<file path="src/rtl/riscv_cpu_pkg.sv">
// ---------------------------------------------------------------------------
// riscv_cpu_pkg
// Shared types for the RV32 pipeline slice:
//   - ALU flag vector layout (CSR_ZERO / CSR_SIGN / CSR_OVF / CSR_CARRY)
//   - branch_op_e encoding carried down the pipe to MEM
//   - helpers to classify a branch op and evaluate its condition
// CSR_CARRY is the unsigned borrow of a - b, i.e. set when a < b unsigned.
// ---------------------------------------------------------------------------
package riscv_cpu_pkg;

    localparam int CSR_WIDTH = 4;
    localparam int CSR_ZERO  = 0;
    localparam int CSR_SIGN  = 1;
    localparam int CSR_OVF   = 2;
    localparam int CSR_CARRY = 3;

    typedef enum logic [2:0] {
        BR_NONE   = 3'd0,
        BR_EQ     = 3'd1,
        BR_NE     = 3'd2,
        BR_LT     = 3'd3,
        BR_GE     = 3'd4,
        BR_LTU    = 3'd5,
        BR_GEU    = 3'd6,
        BR_ALWAYS = 3'd7
    } branch_op_e;

    // Only real conditional branches train the predictor; jumps and
    // non-branches would only pollute the counters.
    function automatic logic is_cond_branch(branch_op_e op);
        return (op != BR_NONE) && (op != BR_ALWAYS);
    endfunction

    function automatic logic branch_condition(branch_op_e op,
                                              logic [CSR_WIDTH-1:0] csr);
        logic z, s, v, c;
        z = csr[CSR_ZERO];
        s = csr[CSR_SIGN];
        v = csr[CSR_OVF];
        c = csr[CSR_CARRY];
        case (op)
            BR_NONE:   return 1'b0;
            BR_EQ:     return z;
            BR_NE:     return ~z;
            BR_LT:     return s ^ v;
            BR_GE:     return ~(s ^ v);
            BR_LTU:    return c;
            BR_GEU:    return ~c;
            BR_ALWAYS: return 1'b1;
            default:   return 1'b0;
        endcase
    endfunction

endpackage

</file>
<file path="src/rtl/branch_bht.sv">
// ---------------------------------------------------------------------------
// branch_bht
// Bimodal branch history table of CNT_W-bit saturating counters.
//   clk_i       clock
//   rst_ni      asynchronous active-low reset (all counters -> weakly NT)
//   rd_idx_i    combinational read index (fetch lookup)
//   rd_taken_o  MSB of the indexed counter
//   wr_en_i     train the entry at wr_idx_i this edge
//   wr_idx_i    training index
//   wr_taken_i  resolved outcome: 1 = increment, 0 = decrement (saturating)
// The read path sees the pre-update value on a same-index read/write cycle.
// ---------------------------------------------------------------------------
module branch_bht #(
    parameter int BHT_DEPTH = 64,
    parameter int CNT_W     = 2
) (
    input  logic                         clk_i,
    input  logic                         rst_ni,
    input  logic [$clog2(BHT_DEPTH)-1:0] rd_idx_i,
    output logic                         rd_taken_o,
    input  logic                         wr_en_i,
    input  logic [$clog2(BHT_DEPTH)-1:0] wr_idx_i,
    input  logic                         wr_taken_i
);

    localparam int IDX_W = $clog2(BHT_DEPTH);
    // Weakly not-taken: 2^(CNT_W-1)-1, which collapses to 0 for CNT_W = 1.
    localparam logic [CNT_W-1:0] CNT_INIT = CNT_W'((1 << (CNT_W - 1)) - 1);
    localparam logic [CNT_W-1:0] CNT_MAX  = '1;

    logic [BHT_DEPTH-1:0][CNT_W-1:0] cnt_all;

    // Counters need a reset value, so the table is a register file of
    // per-entry flops rather than a RAM.
    generate
        for (genvar gi = 0; gi < BHT_DEPTH; gi++) begin : gen_entry
            logic [CNT_W-1:0] cnt_reg;
            logic             hit;

            assign hit = wr_en_i && (wr_idx_i == IDX_W'(gi));

            always_ff @(posedge clk_i or negedge rst_ni) begin
                if (!rst_ni) begin
                    cnt_reg <= CNT_INIT;
                end else if (hit) begin
                    if (wr_taken_i && (cnt_reg != CNT_MAX)) begin
                        cnt_reg <= cnt_reg + 1'b1;
                    end else if (!wr_taken_i && (cnt_reg != '0)) begin
                        cnt_reg <= cnt_reg - 1'b1;
                    end
                end
            end

            assign cnt_all[gi] = cnt_reg;
        end
    endgenerate

    assign rd_taken_o = cnt_all[rd_idx_i][CNT_W-1];

endmodule

</file>
<file path="src/rtl/mem_branch_unit.sv">
// ---------------------------------------------------------------------------
// mem_branch_unit
// MEM-stage branch resolution with an integrated bimodal predictor.
//   clk_i / rst_ni          clock, asynchronous active-low reset
//   fetch_pc_i              PC being fetched; predict_taken_o is its
//                           combinational prediction
//   valid_i / stall_i       a resolution fires when valid and not stalled
//   pc_i / target_i         MEM instruction PC and computed target
//   csr_i / branch_op_i     ALU flags and branch operation
//   pred_taken_i            prediction that travelled with the instruction
//   resolve_valid_o, taken_o, mispredict_o, redirect_pc_o
//                           registered result, one cycle after fire
//   branch_count_o, mispredict_count_o
//                           performance counters, present only when the
//                           BRANCH_PERF_EN macro is defined (else tied to 0)
// ---------------------------------------------------------------------------
module mem_branch_unit
    import riscv_cpu_pkg::*;
#(
    parameter int BHT_DEPTH = 64,
    parameter int CNT_W     = 2
) (
    input  logic                 clk_i,
    input  logic                 rst_ni,
    input  logic [31:0]          fetch_pc_i,
    output logic                 predict_taken_o,
    input  logic                 valid_i,
    input  logic                 stall_i,
    input  logic [31:0]          pc_i,
    input  logic [31:0]          target_i,
    input  logic [CSR_WIDTH-1:0] csr_i,
    input  logic [2:0]           branch_op_i,
    input  logic                 pred_taken_i,
    output logic                 resolve_valid_o,
    output logic                 taken_o,
    output logic                 mispredict_o,
    output logic [31:0]          redirect_pc_o,
    output logic [31:0]          branch_count_o,
    output logic [31:0]          mispredict_count_o
);

    localparam int IDX_W = $clog2(BHT_DEPTH);

    branch_op_e  op;
    logic        fire;
    logic        cond;
    logic        mispredict_next;
    logic [31:0] redirect_next;

    logic        resolve_valid_reg;
    logic        taken_reg;
    logic        mispredict_reg;
    logic [31:0] redirect_pc_reg;

    // Only the index bits of the fetch PC feed the table.
    logic unused_fetch_bits;
    assign unused_fetch_bits = ^{fetch_pc_i[31:IDX_W+2], fetch_pc_i[1:0]};

    assign op              = branch_op_e'(branch_op_i);
    assign fire            = valid_i && !stall_i;
    assign cond            = branch_condition(op, csr_i);
    // A BR_NONE predicted taken (alias hit in fetch) also mispredicts and
    // falls through to pc + 4.
    assign mispredict_next = (cond != pred_taken_i);
    assign redirect_next   = cond ? target_i : (pc_i + 32'd4);

    branch_bht #(
        .BHT_DEPTH (BHT_DEPTH),
        .CNT_W     (CNT_W)
    ) u_bht (
        .clk_i      (clk_i),
        .rst_ni     (rst_ni),
        .rd_idx_i   (fetch_pc_i[IDX_W+1:2]),
        .rd_taken_o (predict_taken_o),
        .wr_en_i    (fire && is_cond_branch(op)),
        .wr_idx_i   (pc_i[IDX_W+1:2]),
        .wr_taken_i (cond)
    );

    always_ff @(posedge clk_i or negedge rst_ni) begin
        if (!rst_ni) begin
            resolve_valid_reg <= 1'b0;
            taken_reg         <= 1'b0;
            mispredict_reg    <= 1'b0;
            redirect_pc_reg   <= 32'd0;
        end else begin
            resolve_valid_reg <= fire;
            taken_reg         <= fire && cond;
            mispredict_reg    <= fire && mispredict_next;
            // Redirect target is held between resolutions.
            if (fire) begin
                redirect_pc_reg <= redirect_next;
            end
        end
    end

    assign resolve_valid_o = resolve_valid_reg;
    assign taken_o         = taken_reg;
    assign mispredict_o    = mispredict_reg;
    assign redirect_pc_o   = redirect_pc_reg;

`ifdef BRANCH_PERF_EN
    logic [31:0] branch_count_reg;
    logic [31:0] mispredict_count_reg;

    always_ff @(posedge clk_i or negedge rst_ni) begin
        if (!rst_ni) begin
            branch_count_reg     <= 32'd0;
            mispredict_count_reg <= 32'd0;
        end else if (fire) begin
            if ((op != BR_NONE) && (branch_count_reg != 32'hFFFF_FFFF)) begin
                branch_count_reg <= branch_count_reg + 32'd1;
            end
            if (mispredict_next && (mispredict_count_reg != 32'hFFFF_FFFF)) begin
                mispredict_count_reg <= mispredict_count_reg + 32'd1;
            end
        end
    end

    assign branch_count_o     = branch_count_reg;
    assign mispredict_count_o = mispredict_count_reg;
`else
    assign branch_count_o     = 32'd0;
    assign mispredict_count_o = 32'd0;
`endif

endmodule

</file>
<file path="config.mk">
export PLATFORM = sky130hd
export DESIGN_NAME = mem_branch_unit
export DESIGN_NICKNAME = d
export VERILOG_FILES = /design/src/rtl/riscv_cpu_pkg.sv /design/src/rtl/branch_bht.sv /design/src/rtl/mem_branch_unit.sv
export SDC_FILE = /design/constraint.sdc
export NUM_CORES = 1
export LEC_CHECK = 0
export BUFFER_PORTS_ARGS = -buffer_cell sky130_fd_sc_hd__buf_4
export CORE_MARGIN = 4
export CORE_UTILIZATION = 40
export DETAILED_ROUTE_END_ITERATION = 10
export PLACE_DENSITY = 0.6
export SETUP_SLACK_MARGIN = 0.4
export SYNTH_ARGS = -nofsm -noshare
export SYNTH_HDL_FRONTEND = slang
export SYNTH_HIERARCHICAL = 1
export SYNTH_SLANG_ARGS = --single-unit
</file>
<file path="constraint.sdc">
create_clock -name clk_i -period 2.21 [get_ports clk_i]
set_input_delay 0.3315 -clock clk_i [delete_from_list [all_inputs] [get_ports clk_i]]
set_output_delay 0.3315 -clock clk_i [all_outputs]
set_load 0.03 [all_outputs]
</file>
**Word level (Yosys, flattened, before mapping)**

Index checks and enable logic that the tools add are counted.

- Add/subtract/negate cells: 129
- $lt $le $gt $ge: 1
- Eq/ne operators: 136
- Mux-type cells: 132
- Bitwise gates (word level): 4
- Reductions and logical operators: 394

Operator list:

| operator | count |
|---|---|
| $mux 2 | 129 |
| $reduce_bool 2->1 | 128 |
| $logic_and 1x1->1 | 197 |
| $eq 6x6->1 const B | 32 |
| $add 2x1->2 const B | 64 |
| $ne 2x2->1 const B | 64 |
| $reduce_and 2->1 | 64 |
| $sub 2x1->2 const B | 64 |
| $eq 6x5->1 const B | 16 |
| $eq 6x4->1 const B | 8 |
| $add 32x3->32 const B | 1 |
| $mux 32 | 1 |
| $eq 6x3->1 const B | 4 |
| $bmux 2 s6 | 1 |
| $eq 3x3->1 const B | 4 |
| $eq 6x2->1 const B | 2 |
| $pmux 1 s8 | 1 |
| $lt 6x7->1 const B | 1 |
| $eq 3x2->1 const B | 2 |
| $eq 6x1->1 const B | 1 |
| $logic_not 6->1 | 1 |
| $eq 3x1->1 const B | 1 |
| $logic_not 3->1 | 1 |
| $ne 3x3->1 const B | 1 |
| other kinds (5) | 8 |

- Register bits after elaboration: 163
- Input port bits: 108
- Output and inout bits: 100
- Logic and storage cells: 864

**Longest topological paths before layout**

Gate-level depths: netlist of run 1.

- Depth in word-level cells: 7
- Gate-level depth with buffers: 11
- Gate-level depth less buffers: 7

**By module**

The synthesis of run 1 kept the hierarchy.

Modules (own cells, without submodules):

| module | times used | cells an instance | area each (µm²) | sequential area each (µm²) |
|---|---|---|---|---|
| branch_bht | 1 | 848 | 7,616.1 | 3,283.1 |
| mem_branch_unit | 1 | 340 | 2,727.6 | 875.8 |

**Worst setup path before layout of run 1**

Ideal clock, no wire load.

- Kind: input-to-reg
- From: input port stall_i
- To: register u_bht.gen_entry[4].cnt_reg[1]
- Setup time: 0.133 ns
- Arrival: 2.304 ns
- Data required time: 2.077 ns
- Slack: -0.227 ns
- Stages on the path: 10
- Path buffers: 4
- Cells stage by stage: nand2b_1 -> clkbuf_1 -> clkbuf_1 -> nor3_1 -> nor3b_4 -> buf_6 -> buf_4 -> nand2_1 -> o21ai_0 -> o21ai_0

- Cells in the longest elaborated chain, start to end: 5

Ends and longest elaborated chain:

| element | line | RTL |
|---|---|---|
| start, declared | mem_branch_unit.sv:28 | `input logic stall_i,` |
| $logic_not 1->1 | mem_branch_unit.sv:60 | `assign fire = valid_i && !stall_i;` |
| $logic_and 1x1->1 | mem_branch_unit.sv:60 |  |
| $logic_and 1x1->1 | mem_branch_unit.sv:75 | `.wr_en_i (fire && is_cond_branch(op)),` |
| $logic_and 1x1->1 | branch_bht.sv:40 | `assign hit = wr_en_i && (wr_idx_i == IDX_W'(gi));` |
| $reduce_and 2->1 (no line) | - |  |
| end signal, assigned | branch_bht.sv:47 | `cnt_reg <= cnt_reg + 1'b1;` |
| end signal, assigned | branch_bht.sv:49 | `cnt_reg <= cnt_reg - 1'b1;` |
| end, declared | branch_bht.sv:37 | `logic [CNT_W-1:0] cnt_reg;` |

No other way between the ends.
A chain may end at the register's enable or synchronous reset.

**Worst setup path after layout of run 1**

- From: register u_bht.gen_entry[11].cnt_reg[1]
- To: output port predict_taken_o

- Cells in the longest elaborated chain, start to end: 2

Ends and longest elaborated chain:

| element | line | RTL |
|---|---|---|
| start, declared | branch_bht.sv:37 |  |
| start signal, assigned | branch_bht.sv:47 |  |
| start signal, assigned | branch_bht.sv:49 |  |
| $bmux 2 s6 | branch_bht.sv:58 | `assign rd_taken_o = cnt_all[rd_idx_i][CNT_W-1];` |
| $mux 2 (implied by the code) | branch_bht.sv:58 |  |
| end, declared | mem_branch_unit.sv:26 | `output logic predict_taken_o,` |

No other way between the ends. The select of a mux whose other input is x is not followed.

==> results.json, run 1 <==
{
  "outcome": "complete, but fails checks",
  "violations": "setup timing",
  "tightest_slew_ns": 0.5371,
  "grt_first_pass_wirelength_um": 46580,
  "core_area_um2": 25330,
  "ys_seq_area_share_pct": 40.21,
  "async_flop_share_pct": 100.0,
  "r2r_start": "u_bht/gen_entry[3].cnt_reg[0]$_DFFE_PN1P_",
  "largest_register_ffs": 128,
  "power.leakage_nw": 4.907,
  "cts_tree": "yes",
  "endpoint": "predict_taken_o",
  "rsz0062_at_grt": "yes",
  "layout-drive-gt1-share_pct": 27.94,
  "synthFlopType": "dfrtp_1",
  "hold_viol": 0,
  "tns_ns": -0.2118,
  "wl_per_cell_um": 17.45,
  "grt_use_met1_pct": 25.99,
  "nFillCells": 2372,
  "post-route-period-util_pct": 109.6,
  "cp.required_ns": 1.88,
  "reg2reg_slack_ns": 1.09,
  "critPathMaxFanout": 5,
  "fin_worst_skew_ns": 0.01147,
  "dr.pass1.iters": 5,
  "p_sw_share_pct": 31.21,
  "die_h_um": 168.8,
  "ys_warn_count": 6,
  "peakVddDrop_mv": 0.4342,
  "slew_violations": 0,
  "syn-instance-count": 1188,
  "synth_top_cell_area_share_pct": 23.95,
  "startpoint": "u_bht/gen_entry[11].cnt_reg[1]$_DFFE_PN0P_",
  "synth-edff-count": 0,
  "antenna_found_initial": 0,
  "start_kind": "flop",
  "io_pins": 208,
  "max_freq_ghz": 0.4129,
  "cp_slowest_cell": "mux4_1",
  "die_area_um2": 28500,
  "vias": 9264,
  "finalInstanceArea_um2": 12670,
  "setup_viol": 1,
  "gr-total-overflow": 0,
  "cts_root_buffer": "clkbuf_16",
  "cpLargestDelayFamily": "multiplexers",
  "drt-vias-per-instance": 5.482,
  "worstRegToRegCells": 4,
  "path_cells": "mux4_1 -> o22ai_2 -> nor4_1 -> a211oi_2 -> a21oi_2 -> buf_6",
  "hold_slack_ns": 0.1367,
  "dp_slack_ns": -0.02964,
  "ys_types": 66,
  "layout_common_cells": "186 x buf_4, 143 x o21ai_0, 130 x nand2_1",
  "path_clk_slew_ns": 0.07,
  "cap_violations": 0,
  "final_common_cell": "buf_4",
  "grt_use_total_pct": 20.50,
  "netSwitchingPower_mw": 2.467,
  "cts.sinks": 163,
  "cts_buffers": 17,
  "use_met2_pct": 35.01,
  "portBuffers": 117,
  "drt_iter0_markers": 649,
  "fp.dieW_um": 168.8,
  "dpl_cell_area_um2": 11850,
  "yosysTopAreaCell": "dfrtp_1",
  "diodes": 0,
  "crit_type": "reg2out",
  "final_nets": 1456,
  "endpoint_kind": "output pin",
  "p_comb_share_pct": 19.0,
  "worstHoldStart": "pc_i[1]",
  "grt.busiest_layer": "met2",
  "grt_max_degree": 52,
  "num_rows": 58,
  "htreeDepth": 4,
  "post-route-util_pct": 50.02,
  "area_growth_pct": 22.47,
  "finalWorstPathRequiredPeriod_ns": 2.422,
  "cts.path.max_buffers": 2,
  "critPathArrivalTime_ns": 2.09,
  "power.density_nw_per_um2": 623.8,
  "initial_core_util_pct": 40.84,
  "synthTopCellsByArea": "dfrtp_1 24%, dfstp_2 16%, o21ai_0 10%, buf_4 5.2%, nand2_1 5.2%",
  "ys_ff_latch": 163,
  "mappedNetlistArea_um2": 10340,
  "worst-path-stages": 6,
  "internal-power_mw": 5.436,
  "critPathBufInv": 1,
  "drc_errors": 0,
  "p_clk_share_pct": 39.1,
  "seq_power_share_pct": 41.8,
  "layout_setup_ws_ns": -0.2118,
  "gr-usage-met3_pct": 4.787,
  "gp_congestion": 0.8109,
  "dp_hpwl_um": 20830,
  "ant_nets": 0,
  "hold_path_class": "in2reg",
  "grt_pass1_vias": 8675,
  "slew_headroom_pct": 64.19,
  "syn_avg_cell_area_um2": 8.707,
  "insertion_delay_ns": 0.43,
  "routed_wl_um": 29490,
  "rr_endpoint": "u_bht/gen_entry[3].cnt_reg[0]$_DFFE_PN1P_",
  "max_stage_delay_ns": 0.55
}
[through the flow]
| step | power [mW] | std cells |
|---|---|---|
| 2_1_floorplan | 4.346 | 1251 |
| 3_3_place_gp | 4.842 | 1633 |
| 3_5_place_dp | 4.855 | 1633 |
| 4_1_cts | 8.000 | 1689 |
| 5_1_grt | 8.242 | 1690 |
| 6_report | 7.903 | 1690 |
[worst min-delay path, delay by kind of cell]
family / cells / cell delay [ns]
compound gates: 1 / 0.05
buf+inv: 1 / 0.11
simple gates: 1 / 0.05
[final cells by class]
cell class	count	area, um2	share of cell area (%)
repair buffers	202	1689	13.33
well taps	330	412.9	3.259
multi-input cells	956	5761	45.47
inverters	7	28.78	0.2272
clock inverters	13	167.7	1.323
clock buffers	19	442.9	3.496
flip-flops and latches	163	4167	32.89
[routing by layer]
layer	wire length, um	vias up
met3	1637	34
met5	0	-
met1	12660	4473
met4	580	0
met2	14610	234
li1	-	4523
[kinds of logic (layout without fill, tap and decap cells)]
| logic type | count (synthesis) | in the layout | share of synthesized area (%) |
|---|---|---|---|
| adders and majority gates | 1 | 1 | 0.1209 |
| DFF | 163 | 163 | 40.21 |
| buffers and inverters | 132 | 241 | 8.226 |
| AOI/OAI and AO/OA | 409 | 409 | 22.68 |
| xor gates and xnor gates | 26 | 26 | 2.201 |
| other | 1 | 64 | 0.03625 |
| muxes | 26 | 26 | 4.778 |
| and+or+nand+nor | 430 | 430 | 21.75 |
[worst min path at each step]
| stage | end | cells past startpoint | slack [ns] |
|---|---|---|---|
| finish | redirect_pc_o[1]$_DFFE_PN0P_ | 3 | 0.14 |
| global route | redirect_pc_o[31]$_DFFE_PN0P_ | 3 | 0.14 |
| CTS | redirect_pc_o[1]$_DFFE_PN0P_ | 3 | 0.11 |
| detailed placement | u_bht/gen_entry[63].cnt_reg[1]$_DFFE_PN0P_ | 1 | 0.33 |
| global placement | u_bht/gen_entry[63].cnt_reg[1]$_DFFE_PN0P_ | 1 | 0.33 |
| floorplan | mispredict_o$_DFF_PN0_ | 0 | 0.04 |
[power by group through the flow]
stage / Sequential, mW / Clock [mW] / Combinational [mW]
after global placement: 3.35 / 0 / 1.49
after CTS: 3.30 / 3.18 / 1.51
after global routing: 3.33 / 3.29 / 1.62
final: 3.31 / 3.09 / 1.50
after floorplan: 3.54 / 0 / 0.801
after detailed placement: 3.35 / 0 / 1.50
[cells in the mapped netlist (11+ instances only)]
master / count
dfstp_2: 64
nand4_1: 11
nand2_1: 142
nor2_1: 135
nand3b_1: 19
nor3_1: 18
a31oi_1: 31
a221o_1: 23
a21oi_1: 86
xnor2_1: 22
a211oi_1: 21
dfrtp_1: 99
nand3_1: 12
o21ai_0: 216
nor3b_1: 28
clkbuf_1: 22
buf_4: 72
buf_2: 20
[repair_timing]
action	CTS	global route
hold buffers	1	0
resized for setup	12	3
endpoints found under the hold margin	38	0
pin swaps	0	2
setup buffers	23	1
setup endpoints to repair	1	4
Power figures use the tool's default switching activity.
==> run 2, diff against run 1 <==
--- a/config.mk
+++ b/config.mk
@@ -15,3 +15,4 @@
 export SYNTH_HDL_FRONTEND = slang
 export SYNTH_HIERARCHICAL = 1
 export SYNTH_SLANG_ARGS = --single-unit
+export TNS_END_PERCENT = 1
==> results.json, run 2 (same netlist as run 1, synthesis figures left out) <==
{
  "gr-total-overflow": 0,
  "peakVddDrop_mv": 0.4691,
  "finalWorstPathRequiredPeriod_ns": 2.414,
  "gp_congestion": 0.8235,
  "rr_endpoint": "u_bht/gen_entry[60].cnt_reg[0]$_DFFE_PN1P_",
  "cts.path.max_buffers": 2,
  "layout_common_cells": "209 x o21ai_0, 190 x buf_4, 141 x nand2_1",
  "rsz0062_at_grt": "yes",
  "area_growth_pct": 20.13,
  "io_pins": 208,
  "largest_register_ffs": 128,
  "endpoint_kind": "output pin",
  "drt-vias-per-instance": 5.559,
  "dp_hpwl_um": 21060,
  "cap_violations": 0,
  "endpoint": "predict_taken_o",
  "portBuffers": 117,
  "routed_wl_um": 29630,
  "hold_path_class": "in2reg",
  "critPathArrivalTime_ns": 2.08,
  "p_total_mw": 7.800,
  "r2r_start": "u_bht/gen_entry[60].cnt_reg[0]$_DFFE_PN1P_",
  "die_h_um": 168.8,
  "core_area_um2": 25330,
  "outcome": "complete, but fails checks",
  "max_stage_delay_ns": 0.50,
  "layout-drive-gt1-share_pct": 27.17,
  "cts_root_buffer": "clkbuf_16",
  "grt_first_pass_wirelength_um": 46490,
  "cts_buffers": 17,
  "fp.dieW_um": 168.8,
  "fin_worst_skew_ns": 0.01294,
  "fin_cells": 1688,
  "slew_headroom_pct": 64.96,
  "startpoint": "u_bht/gen_entry[14].cnt_reg[1]$_DFFE_PN0P_",
  "grt_use_total_pct": 20.26,
  "path_cells": "mux4_2 -> o22ai_2 -> nor4_1 -> a211oi_1 -> a21oi_1 -> buf_4",
  "cts_tree": "yes",
  "worstRegToRegCells": 4,
  "start_kind": "flop",
  "die_area_um2": 28500,
  "reg2reg_slack_ns": 1.09,
  "tns_ns": -0.2040,
  "htreeDepth": 4,
  "wl_per_cell_um": 17.55,
  "layout_setup_ws_ns": -0.2040,
  "final_nets": 1454,
  "grt_pass1_vias": 8643,
  "setup_viol": 1,
  "drt_iter0_markers": 718,
  "power.leakage_nw": 4.748,
  "dr.pass1.iters": 5,
  "grt_max_degree": 59,
  "critPathMaxFanout": 5,
  "num_rows": 58,
  "power.density_nw_per_um2": 627.7,
  "vias": 9383,
  "slew_violations": 0,
  "diodes": 0,
  "violations": "setup timing",
  "hold_viol": 0,
  "insertion_delay_ns": 0.43,
  "cp_slowest_cell": "mux4_2",
  "drc_errors": 0,
  "tightest_slew_ns": 0.5234,
  "initial_core_util_pct": 40.84,
  "cts.sinks": 163,
  "post-route-period-util_pct": 109.2,
  "cp.required_ns": 1.88,
  "ant_nets": 0,
  "post-route-util_pct": 49.06,
  "crit_type": "reg2out",
  "antenna_found_initial": 0,
  "dp_cells": 1626,
  "path_clk_slew_ns": 0.07,
  "final_common_cell": "o21ai_0",
  "max_freq_ghz": 0.4143
}
run 2: what timing repair did:
action	4_1_cts	5_1_grt
resized for setup	21	13
pin swaps	2	2
hold buffers	1	0
endpoints found under the hold margin	13	0
buffers inserted	25	4
endpoints found under the setup margin	2	21
run 2: worst min path at each step:
stage	startpoint	to	slack, ns	depth (start not counted)
after floorplan	rst_ni	mispredict_o$_DFF_PN0_	0.04	0
after global placement	rst_ni	u_bht/gen_entry[39].cnt_reg[1]$_DFFE_PN0P_	0.24	1
after detailed placement	rst_ni	u_bht/gen_entry[39].cnt_reg[1]$_DFFE_PN0P_	0.23	1
after CTS	target_i[31]	redirect_pc_o[31]$_DFFE_PN0P_	0.12	3
after global routing	target_i[31]	redirect_pc_o[31]$_DFFE_PN0P_	0.13	3
final	target_i[31]	redirect_pc_o[31]$_DFFE_PN0P_	0.14	3
run 2: area by class of cell:
class,count,area (um2)
fill,2388,12900
multi-input combinational,956,5610
sequential,163,4179
timing repair buffer,200,1608
clock buffer,20,446.7
tap,330,412.9
clock inverter,12,142.6
inverter,7,26.28
run 2: power breakdown:
group,switching (mW),total (mW),leakage (nW),internal [mW]
combinational,0.960,1.45,2.81,0.493
sequential,0.130,3.31,1.65,3.18
clock,1.32,3.04,0.287,1.72
run 2: worst max-delay path, delay by kind of cell (launching register included):
kind            cells  cell delay [ns]
compound gates      3             0.50
buf+inv             1             0.18
flops               1             0.42
mux                 1             0.50
simple gates        1             0.07
run 2: metal layers:
metal	share of wire (%)	vias up	routed length, um	track usage (%)
li1	-	4508	-	-
met1	43	4589	12620	26.16
met2	50	258	14730	34.57
met3	6.3	28	1853	4.904
met4	1.4	0	429	4.552
met5	0	-	0	0
run 2: metrics by stage:
stage | hold slack, ns | setup WS, ns | area (um2)
floorplan | 0.03591 | 0.1934 | 10650
global placement | 0.2383 | -0.01289 | 11570
detailed placement | 0.2331 | -0.05270 | 11570
CTS | 0.1244 | -0.1972 | 12370
global route | 0.1272 | -0.2673 | 12430
finish | 0.1360 | -0.2040 | 12430
